$ cat src/rtl/apx_div16by8.sv
// Approximate 16/8 unsigned restoring divider, one quotient bit per cycle.
// TRUNC drops that many quotient LSBs; valid range is 0..4 only.
module apx_div16by8 #(
  parameter int TRUNC = 0
) (
  input  logic        clk,
  input  logic        rst_n,
  input  logic        in_valid,
  output logic        in_ready,
  input  logic [15:0] dividend,
  input  logic [7:0]  divisor,
  output logic        out_valid,
  input  logic        out_ready,
  output logic [7:0]  quotient,
  output logic [7:0]  remainder,
  output logic        dz,
  output logic        ovf,
  output logic        busy
);

  localparam logic [1:0] IDLE  = 2'd0;
  localparam logic [1:0] CHECK = 2'd1;
  localparam logic [1:0] ITER  = 2'd2;
  localparam logic [1:0] DONE  = 2'd3;

  localparam logic [3:0] K = 4'(8 - TRUNC);

  logic [1:0]  state_q, state_d;
  logic [15:0] dvd_q, dvd_d;
  logic [7:0]  dvs_q, dvs_d;
  logic [8:0]  rem_q, rem_d;
  logic [7:0]  qacc_q, qacc_d;
  logic [3:0]  cnt_q, cnt_d;
  logic [7:0]  quo_q, quo_d;
  logic [7:0]  remo_q, remo_d;
  logic        dz_q, dz_d;
  logic        ovf_q, ovf_d;

  logic [8:0]  trial;
  logic [8:0]  rem_nx;
  logic [7:0]  qacc_nx;

  always_comb begin
    state_d = state_q;
    dvd_d   = dvd_q;
    dvs_d   = dvs_q;
    rem_d   = rem_q;
    qacc_d  = qacc_q;
    cnt_d   = cnt_q;
    quo_d   = quo_q;
    remo_d  = remo_q;
    dz_d    = dz_q;
    ovf_d   = ovf_q;
    // One restoring step: bring down the next dividend bit and try to subtract.
    trial   = {rem_q[7:0], dvd_q[7]};
    if (trial >= {1'b0, dvs_q}) begin
      rem_nx  = trial - {1'b0, dvs_q};
      qacc_nx = {qacc_q[6:0], 1'b1};
    end else begin
      rem_nx  = trial;
      qacc_nx = {qacc_q[6:0], 1'b0};
    end

    case (state_q)
      IDLE: begin
        if (in_valid) begin
          dvd_d   = dividend;
          dvs_d   = divisor;
          dz_d    = 1'b0;
          ovf_d   = 1'b0;
          state_d = CHECK;
        end
      end
      CHECK: begin
        if (dvs_q == 8'd0) begin
          dz_d    = 1'b1;
          quo_d   = 8'hFF;
          remo_d  = 8'd0;
          state_d = DONE;
        end else if (dvd_q[15:8] >= dvs_q) begin
          ovf_d   = 1'b1;
          quo_d   = 8'hFF;
          remo_d  = 8'd0;
          state_d = DONE;
        end else begin
          rem_d   = {1'b0, dvd_q[15:8]};
          qacc_d  = 8'd0;
          cnt_d   = K;
          state_d = ITER;
        end
      end
      ITER: begin
        rem_d        = rem_nx;
        qacc_d       = qacc_nx;
        dvd_d[7:0]   = {dvd_q[6:0], 1'b0};
        cnt_d        = cnt_q - 4'd1;
        if (cnt_q == 4'd1) begin
          quo_d   = qacc_nx << TRUNC;
          remo_d  = rem_nx[7:0];
          state_d = DONE;
        end
      end
      default: begin
        if (out_ready) state_d = IDLE;
      end
    endcase
  end

  always_ff @(posedge clk or negedge rst_n) begin
    if (!rst_n) begin
      state_q <= IDLE;
      dvd_q   <= '0;
      dvs_q   <= '0;
      rem_q   <= '0;
      qacc_q  <= '0;
      cnt_q   <= '0;
      quo_q   <= '0;
      remo_q  <= '0;
      dz_q    <= 1'b0;
      ovf_q   <= 1'b0;
    end else begin
      state_q <= state_d;
      dvd_q   <= dvd_d;
      dvs_q   <= dvs_d;
      rem_q   <= rem_d;
      qacc_q  <= qacc_d;
      cnt_q   <= cnt_d;
      quo_q   <= quo_d;
      remo_q  <= remo_d;
      dz_q    <= dz_d;
      ovf_q   <= ovf_d;
    end
  end

  assign in_ready  = (state_q == IDLE);
  assign busy      = (state_q != IDLE);
  assign out_valid = (state_q == DONE);
  assign quotient  = quo_q;
  assign remainder = remo_q;
  assign dz        = dz_q;
  assign ovf       = ovf_q;

endmodule
$ cat config.mk
export PLATFORM = sky130hd
export DESIGN_NAME = apx_div16by8
export DESIGN_NICKNAME = d
export VERILOG_FILES = /design/src/rtl/apx_div16by8.sv
export SDC_FILE = /design/constraint.sdc
export NUM_CORES = 1
export LEC_CHECK = 0
export ABC_CLOCK_PERIOD_IN_PS = 2000
export BUFFER_PORTS_ARGS = -buffer_cell sky130_fd_sc_hd__buf_2
export CAP_MARGIN = 20
export CORE_MARGIN = 2
export CORE_UTILIZATION = 52
export DETAILED_ROUTE_END_ITERATION = 8
export GPL_TIMING_DRIVEN = 0
export PLACE_DENSITY = 0.73
export SYNTH_ARGS = -nofsm -noshare
export SYNTH_HDL_FRONTEND = slang
export SYNTH_SLANG_ARGS = --single-unit
$ cat constraint.sdc
create_clock -name clk -period 2 [get_ports clk]
set_input_delay 0.4 -clock clk [delete_from_list [all_inputs] [get_ports clk]]
set_output_delay 0.4 -clock clk [all_outputs]
set_load 0.005 [all_outputs]
Yosys cells after proc, flatten, opt, wreduce, memory -nomap -nowiden
Index checks and enable logic that the tools add are counted.
{"block": "word_totals", "word_cells": 73, "in_bits": 28, "regBits": 63}
{"block": "classes", "eq_ne": 11, "addsub": 2, "muxes": 33, "n_reduce_logical": 14, "order_cmp": 2}
{"cell": "two-way mux 8 bit", "count": 10}
{"cell": "one-hot mux 8 bit (2 select lines)", "count": 4}
{"cell": "two-way mux 7 bit", "count": 2}
{"cell": "one-hot mux 7 bit (2 select lines)", "count": 1}
{"cell": "!= test 2 bit, second input constant", "count": 6}
{"cell": "AND reduction 3 bit", "count": 4}
{"cell": "greater-or-equal comparator 9 x 8 -> 1 bit", "count": 1}
{"cell": "greater-or-equal comparator 8 bit", "count": 1}
{"cell": "logical NOT 8 bit", "count": 1}
{"cell": "two-way mux 4 bit", "count": 2}
{"cell": "one-hot mux 4 bit (2 select lines)", "count": 1}
{"cell": "nonzero test 2 bit", "count": 4}
{"cell": "subtractor 8 bit", "count": 1}
{"cell": "two-way mux 1 bit", "count": 7}
{"cell": "two-way mux 2 bit", "count": 3}
{"cell": "one-hot mux 2 bit (3 select lines)", "count": 1}
{"cell": "== test 2 bit, second input constant", "count": 2}
{"cell": "== test 4 x 1 -> 1 bit, second input constant", "count": 1}
{"cell": "one-hot mux 1 bit (2 select lines)", "count": 2}
{"cell": "AND reduction 2 bit", "count": 2}
{"cell": "AND reduction 4 bit", "count": 1}
{"cell": "nonzero test 4 bit", "count": 1}
{"cell": "subtractor 4 x 1 -> 4 bit, second input constant", "count": 1}
{"cell": "!= test 3 bit, second input constant", "count": 1}
{"cell": "other kinds (2)", "count": 2}

Depth between registers and ports, before layout
Gate-level depths: netlist of the first run.
{"block": "depth", "depth_word": 4, "ltp_mapped": 10}

Worst setup path before layout of the first run
OpenSTA, ideal clock, no wires.
{"block": "synth_path", "path_kind": "reg2reg", "startpoint": "register dvs_q[5]", "endpoint": "register remo_q[0] (netlist: remainder[0])", "stages_incl_launch_ff": 11, "path_buffers": 2, "arrival_ns": 2.049, "setup_time_ns": 0.095, "setup_slack_ns": -0.144, "path_cell_list": "dfrtp_1 -> inv_1 -> ha_1 -> and3_1 -> a221o_1 -> a32oi_4 -> a31o_2 -> buf_6 -> buf_6 -> nand2_1 -> o31ai_1"}
{"block": "synth_via", "elab_chain_len": 4}
{"item": "from (decl)", "line": "30", "source": "logic [7:0] dvs_q, dvs_d;"}
{"item": "from (signal assigned)", "line": "124", "source": "dvs_q <= dvs_d;"}
{"item": "greater-or-equal comparator 9 x 8 -> 1 bit", "line": "56", "source": "if (trial >= {1'b0, dvs_q}) begin"}
{"item": "two-way mux 8 bit", "line": "56"}
{"item": "two-way mux 8 bit", "line": "97", "source": "if (cnt_q == 4'd1) begin"}
{"item": "one-hot mux 8 bit (2 select lines)", "line": "64", "source": "case (state_q)"}
{"item": "to (signal assigned)", "line": "129", "source": "remo_q <= remo_d;"}
{"item": "to (decl)", "line": "35", "source": "logic [7:0] remo_q, remo_d;"}
Parallel ways exist; a longest one is shown, timed or not. The select of a mux whose other input is x is not followed.
A chain may end at the register's enable or synchronous reset.

Final worst setup path of the first run
{"block": "layout_path", "startpoint": "register dvs_q[6]", "endpoint": "register rem_q[3]"}
{"block": "layout_via", "elab_chain_len": 3}
{"item": "greater-or-equal comparator 9 x 8 -> 1 bit, or another cell as far along", "line": "56"}
{"item": "two-way mux 8 bit / != test 2 bit (equally long branches)"}
{"item": "one-hot mux 8 bit (2 select lines) / AND reduction 3 bit (equally long branches)"}
{"item": "to (signal assigned)", "line": "125", "source": "rem_q <= rem_d;"}
{"item": "to (decl)", "line": "31", "source": "logic [8:0] rem_q, rem_d;"}
Parallel ways exist; a longest one is shown, timed or not.

==> results.tsv, run 1 <==
metric	value	unit
r2r endpoint	rem_q[3]	
r2r startpoint	dvs_q[6]	
minimum clock period	2.266	ns
DR DRC count	0	
WL final	9292	um
register area share after synthesis	0.4415	
number of port buffers	48	
main flop type after synthesis	dfrtp_1	
Remaining Overflow, GRT	0	
outcome	finished, violations left	
Req. time, crit path	2.23	ns
synthesized area per cell	10.12	sq um
core area	0.006719	sq mm
post-route clock period utilization	1.133	
Post-layout nets	494	
drt first pass iters	4	
mux cell area share after synthesis	0.08409	
Setup crit end kind	register	
top-level port count	49	
Post-Syn Instances	353	
Post-synth EDFFs	0	
Max Fclk	0.4414	GHz
vias in the first global route	2824	
fraction of the mapped netlist area in simple logic gates	0.1174	
R2R cell count	10	
compound-gate portion of the synthesized area	0.2043	
Num CTS Buffers	9	
final slew viol count	0	
Crit Path Category	register to register	
Slew @ Worst Pin	0.8987	ns
RSZ-0062 raised after global routing	yes	
Die X	86.87	um
count of different cell masters after synthesis	49	
Max Cap Viol	0	
clock buffer depth	2	
Worst setup SP type	register	
initial core utilization	0.5315	
adder-cell share of the synthesized area	0.08619	
most common cell after layout, fill and taps aside	dfrtp_1	
Die ar.	0.007546	sq mm
Rel. slew slack	0.4009	
WHS	0.1670	ns
DRT iter0 DRCs	228	
Via Count	3057	
Vias/cell	5.812	
CP Max Fanout	7	
post-layout util	0.7153	
Post-Syn Area	0.003571	sq mm
Die Ht	86.87	um
initial antenna violation count	0	
CTS tree	done	
Area Overhead vs Synth	34.58	%
FFs w/ async S/R, synth	1.000	
Synthesized Nets	405	
XOR/XNOR Fraction of Synth Area	0.009811	
clk sink count	63	
HPWL Detailed	5804	um
first-pass GRT wire length	13570	um
# rows	30	
# diodes	0	
layout cells sized above 1	0.4641	
dpl ws	-0.3763	ns
largest net degree at the start of global routing	39	
Syn. warnings	0	
R2R Setup Slk	-0.27	ns
gr usage total	0.2313	
Finish-stage setup viols	37	
Hold/Removal Path Class	primary input to asynchronous set/reset pin	
Worst EP arrival	2.50	ns
post-synthesis sequential element count	63	
clock skew	0.01391	ns
per-cell routed wire length	17.67	um
Clock Latency Late Sink	0.36	ns
final hold viol count	0	
fin worst setup slack	-0.2657	ns
failing checks	setup timing	
H-tree depth	3	
Post-DRT Antenna Nets	0	
RePlAce Congestion	0.8733	
largest family of logic cells by synthesized area	compound AO/OA/AOI/OAI gates	
most frequent cells in the layout	61 x dfrtp_1, 49 x buf_2, 24 x nand2_1	
clk slew on worst S/H paths	0.08	ns
CTS Root Cell	clkbuf_8	
==> layout make-up <==
class / count / area (sq um)
inverters: 27 / 101.3
fillers: 483 / 1913
clock buffers: 11 / 141.4
well taps: 80 / 100.1
multi-input cells: 248 / 2220
plain buffers: 15 / 116.4
clock inverters: 4 / 22.52
flip-flops and latches: 63 / 1579
repair buffers: 78 / 525.5
==> metal layers <==
layer,global-route usage,share of wire,up-vias
met4,0.09801,0.022,0
li1,-,-,1457
met2,0.3609,0.48,86
met5,0,0,-
met1,0.3246,0.45,1493
met3,0.02938,0.046,21
==> stage by stage <==
| stage | instances | setup TNS (ns) | cell area, sq um |
|---|---|---|---|
| 6_report | 526 | -6.773 | 4806 |
| 4_1_cts | 513 | -6.407 | 4414 |
| 3_3_place_gp | 481 | -13.59 | 3961 |
| 3_5_place_dp | 482 | -14.95 | 3981 |
| 2_1_floorplan | 353 | -2.147 | 3621 |
| 5_1_grt | 526 | -9.748 | 4806 |
==> synth_stat cells, types with 4 or more instances <==
library cell | n | area [sq um]
a21oi_1 | 19 | 95.09
dfrtp_1 | 63 | 1577
a31oi_1 | 8 | 50.05
clkbuf_1 | 8 | 30.03
o21ai_0 | 18 | 90.09
o22ai_1 | 14 | 87.58
nor2_1 | 23 | 86.33
o31ai_1 | 13 | 97.59
nand2b_1 | 7 | 43.79
ha_1 | 23 | 287.8
nor2b_1 | 5 | 31.28
buf_6 | 4 | 45.04
a21o_1 | 7 | 52.55
mux2_2 | 24 | 270.3
nand2_1 | 36 | 135.1
inv_1 | 27 | 101.4
a211oi_1 | 7 | 52.55
==> worst max-delay path, cell delays in order (launching register included) <==
cell	delay (ns)
dfrtp_1	0.40
inv_2	0.09
ha_4	0.20
and3_4	0.18
a221o_1	0.35
a32oi_4	0.23
buf_12	0.16
o211ai_4	0.14
buf_6	0.19
a21oi_4	0.13
a21oi_2	0.07
==> flip-flops by register name, indices dropped and copies added (netlist names) <==
signal and flops:
dz 1, dvd_q 16, qacc_q 7, dvs_q 8
state_q 2, quotient 8, rem_q 8, cnt_q 4
ovf 1, remainder 8
==> cells by family after synthesis <==
| family | after synthesis |
|---|---|
| multiplexers | 27 |
| XOR/XNOR | 4 |
| AND/OR/NAND/NOR | 86 |
| buffers and inverters | 44 |
| adder cells (fa/ha/maj) | 24 |
| flip-flops | 63 |
| AO/OA/AOI/OAI | 105 |
==> timing repair <==
| item | CTS | global route |
|---|---|---|
| endpoints found under the setup margin | 55 | 57 |
| hold buffers | 0 | 0 |
| resized for setup | 34 | 74 |
| buffers inserted | 14 | 12 |
| cloned | 4 | 1 |
| pin swaps | 14 | 14 |
==> worst max path at each step <==
stage / startpoint / to / slack, ns / cells past startpoint
final: dvs_q[6] / rem_q[3] / -0.27 / 10
after global routing: dvs_q[6] / rem_q[6] / -0.33 / 10
after CTS: dvs_q[6] / rem_q[3] / -0.22 / 10
after detailed placement: dvs_q[1] / rem_q[0] / -0.38 / 9
after global placement: dvs_q[6] / rem_q[3] / -0.33 / 9
after floorplan: dvd_q[15] / remainder[1] / -0.09 / 9
Power of run 1 is not shown: default switching activity piles up to over one toggle a cycle in this logic, so the estimate is an artifact.
==> run 2: changes to the inputs <==
BUFFER_PORTS_ARGS = default   (was -buffer_cell sky130_fd_sc_hd__buf_2)
CORE_UTILIZATION = 57   (was 52)
DONT_BUFFER_PORTS = 1   (was default)
PLACE_DENSITY = 0.75   (was 0.73)
==> run 2 against run 1 <==
Against the previous run: via count fell by 6.0%; utilization up 6.8 points; the flow still finishes with violations (setup timing); non-clock buffer count fell by 48; critical endpoint is now rem_q[0]; count of clock-buffer cells in the layout grew 1; wire length shrank 4.2%.
==> results.tsv, run 2 (synthesized netlist as in run 1, its figures left out) <==
metric	value	unit	change
Post-DRT Antenna Nets	0		unchanged
WL final	8901	um	was 9292 um
Area Overhead vs Synth	31.32	%	was 34.58%
per-cell routed wire length	18.82	um	was 17.67 um
HPWL Detailed	5418	um	was 5804 um
fin worst setup slack	-0.2825	ns	was -0.2657 ns
Die X	83.15	um	was 86.87 um
FILL cells	377		was 483
clk sink count	63		unchanged
vias in the first global route	2971		was 2824
Max Cap Viol	0		unchanged
failing checks	setup timing		unchanged
minimum clock period	2.283	ns	was 2.266 ns
RSZ-0062 raised after global routing	yes		unchanged
clock buffer depth	2		unchanged
hold endpoint	dvd_q[13]		
final hold viol count	0		unchanged
Via Count	2874		was 3057
Die Ht	83.15	um	was 86.87 um
Vias/cell	6.076		was 5.812
DR DRC count	0		unchanged
r2r endpoint	rem_q[0]		was rem_q[3]
Worst EP arrival	2.57	ns	was 2.50 ns
Post-layout nets	445		was 494
FF/Latch Area	0.001580	sq mm	was 0.001579 sq mm
R2R Setup Slk	-0.28	ns	was -0.27 ns
CP Max Fanout	8		was 7
Top reg by flops	dvd_q		unchanged
r2r startpoint	dvs_q[5]		was dvs_q[6]
Setup crit end kind	register		unchanged
Worst Min Path Start	dividend[13]		
Max Fclk	0.4381	GHz	was 0.4414 GHz
R2R cell count	9		was 10
placed cell count	428		was 482
final slew viol count	0		unchanged
H-tree depth	3		unchanged
drt first pass iters	4		unchanged
CTS Root Cell	clkbuf_8		unchanged
Largest register FFs	16		unchanged
Worst setup SP type	register		unchanged
most frequent cells in the layout	60 x dfrtp_1, 24 x mux2_2, 23 x inv_1		was 61 x dfrtp_1, 49 x buf_2, 24 x nand2_1
clock skew	0.008234	ns	was 0.01391 ns
number of port buffers	0		was 48
outcome	finished, violations left		unchanged
final instance count without filler cells	473		was 526
core area	0.005991	sq mm	was 0.006719 sq mm
family with the most delay on the worst path	compound AO/OA/AOI/OAI gates		unchanged
Finish-stage setup viols	37		unchanged
Remaining Overflow, GRT	0		unchanged
hold path cells	1		
post-route clock period utilization	1.141		was 1.133
# rows	28		was 30
Crit Path Category	register to register		unchanged
layout cells sized above 1	0.4171		was 0.4641
gr usage total	0.2661		was 0.2313
clk slew on worst S/H paths	0.07	ns	was 0.08 ns
CTS tree	done		unchanged
slowest stage cell on the critical path	dfrtp_1		unchanged
Die ar.	0.006914	sq mm	was 0.007546 sq mm
Req. time, crit path	2.29	ns	was 2.23 ns
largest net degree at the start of global routing	64		was 39
area of the multi-input gates	0.002271	sq mm	was 0.002220 sq mm
top-level port count	49		unchanged
Rel. slew slack	0.7026		was 0.4009
# diodes	0		unchanged
post-layout util	0.7828		was 0.7153
Buf/Inv on CP	2		was 3
Num CTS Buffers	9		unchanged
initial core utilization	0.5961		was 0.5315
initial antenna violation count	0		unchanged
DRT iter0 DRCs	165		was 228
Hold/Removal Path Class	primary input to register		was primary input to asynchronous set/reset pin
first-pass GRT wire length	14570	um	was 13570 um
Slew @ Worst Pin	0.4461	ns	was 0.8987 ns
RePlAce Congestion	0.8936		was 0.8733
Clock Latency Late Sink	0.35	ns	was 0.36 ns
CP max stage delay	0.40	ns	about the same
worst-path cell chain	inv_2 -> ha_4 -> and3_4 -> a221o_1 -> a32oi_4 -> o211ai_4 -> buf_4 -> a211oi_2 -> a21o_1		was inv_2 -> ha_4 -> and3_4 -> a221o_1 -> a32oi_4 -> buf_12 -> o211ai_4 -> buf_6 -> a21oi_4 -> a21oi_2
most common cell after layout, fill and taps aside	dfrtp_1		unchanged
## run 2: cell types whose count changed in the layout (fill, tap and decap cells not counted), sizes merged
cell / previous run / this run
clkbuf: 18 / 20
bufinv: 0 / 2
buf: 86 / 36
clkinv: 3 / 2
dlygate4sd3: 0 / 1
a31o: 3 / 2
clkinvlp: 1 / 0
## run 2: routing by layer
metal	track usage	vias to the layer above	part of all wire	wire, um
li1	-	1355	-	-
met1	0.3526	1408	0.45	4015
met2	0.4172	95	0.48	4253
met3	0.07654	16	0.053	468
met4	0.09687	0	0.018	163
met5	0	-	0	0
## run 2: worst max-delay path by stage
stage | endpoint | slack, ns | depth (start not counted) | from
finish | rem_q[0] | -0.28 | 9 | dvs_q[5]
global route | rem_q[3] | -0.35 | 9 | dvs_q[5]
CTS | rem_q[6] | -0.24 | 9 | dvs_q[6]
detailed placement | qacc_q[4] | -0.36 | 8 | dvs_q[1]
global placement | quotient[6] | -0.34 | 9 | dvs_q[1]
floorplan | remainder[1] | -0.09 | 9 | dvd_q[15]
## run 2: worst reg2reg max path: stages (launching register included)
cell	delay, ns
dfrtp_1	0.40
inv_2	0.12
ha_4	0.21
and3_4	0.18
a221o_1	0.35
a32oi_4	0.27
o211ai_4	0.22
buf_4	0.20
a211oi_2	0.18
a21o_1	0.10
## run 2: layout make-up
type | count | area share
buffer | 16 | 0.02775
clock buffer | 12 | 0.02882
clock inverter | 4 | 0.01494
inverter | 27 | 0.02161
multi-input combinational | 247 | 0.4843
sequential | 63 | 0.3370
tap | 75 | 0.02001
timing repair buffer | 29 | 0.06563
## run 2: what timing repair did
item	in CTS	in global routing
endpoints found under the setup margin	55	57
buffers inserted	16	6
gates cloned	6	0
hold buffers	2	0
pin swaps	7	19
endpoints found under the hold margin	63	0
resized for setup	63	71
## run 2: metrics by stage
| stage | TNS (ns) | hold WS, ns | instance area, sq um | setup WS, ns |
|---|---|---|---|---|
| final | -7.701 | 0.2005 | 4690 | -0.2825 |
| after floorplan | -2.147 | 0.1044 | 3621 | -0.08978 |
| after detailed placement | -15.42 | 0.1058 | 3715 | -0.3557 |
| after global placement | -13.76 | 0.1061 | 3715 | -0.3449 |
| after global routing | -10.01 | 0.1788 | 4690 | -0.3503 |
| after CTS | -6.847 | 0.1974 | 4379 | -0.2365 |
Power of run 2 is left out for the same reason.
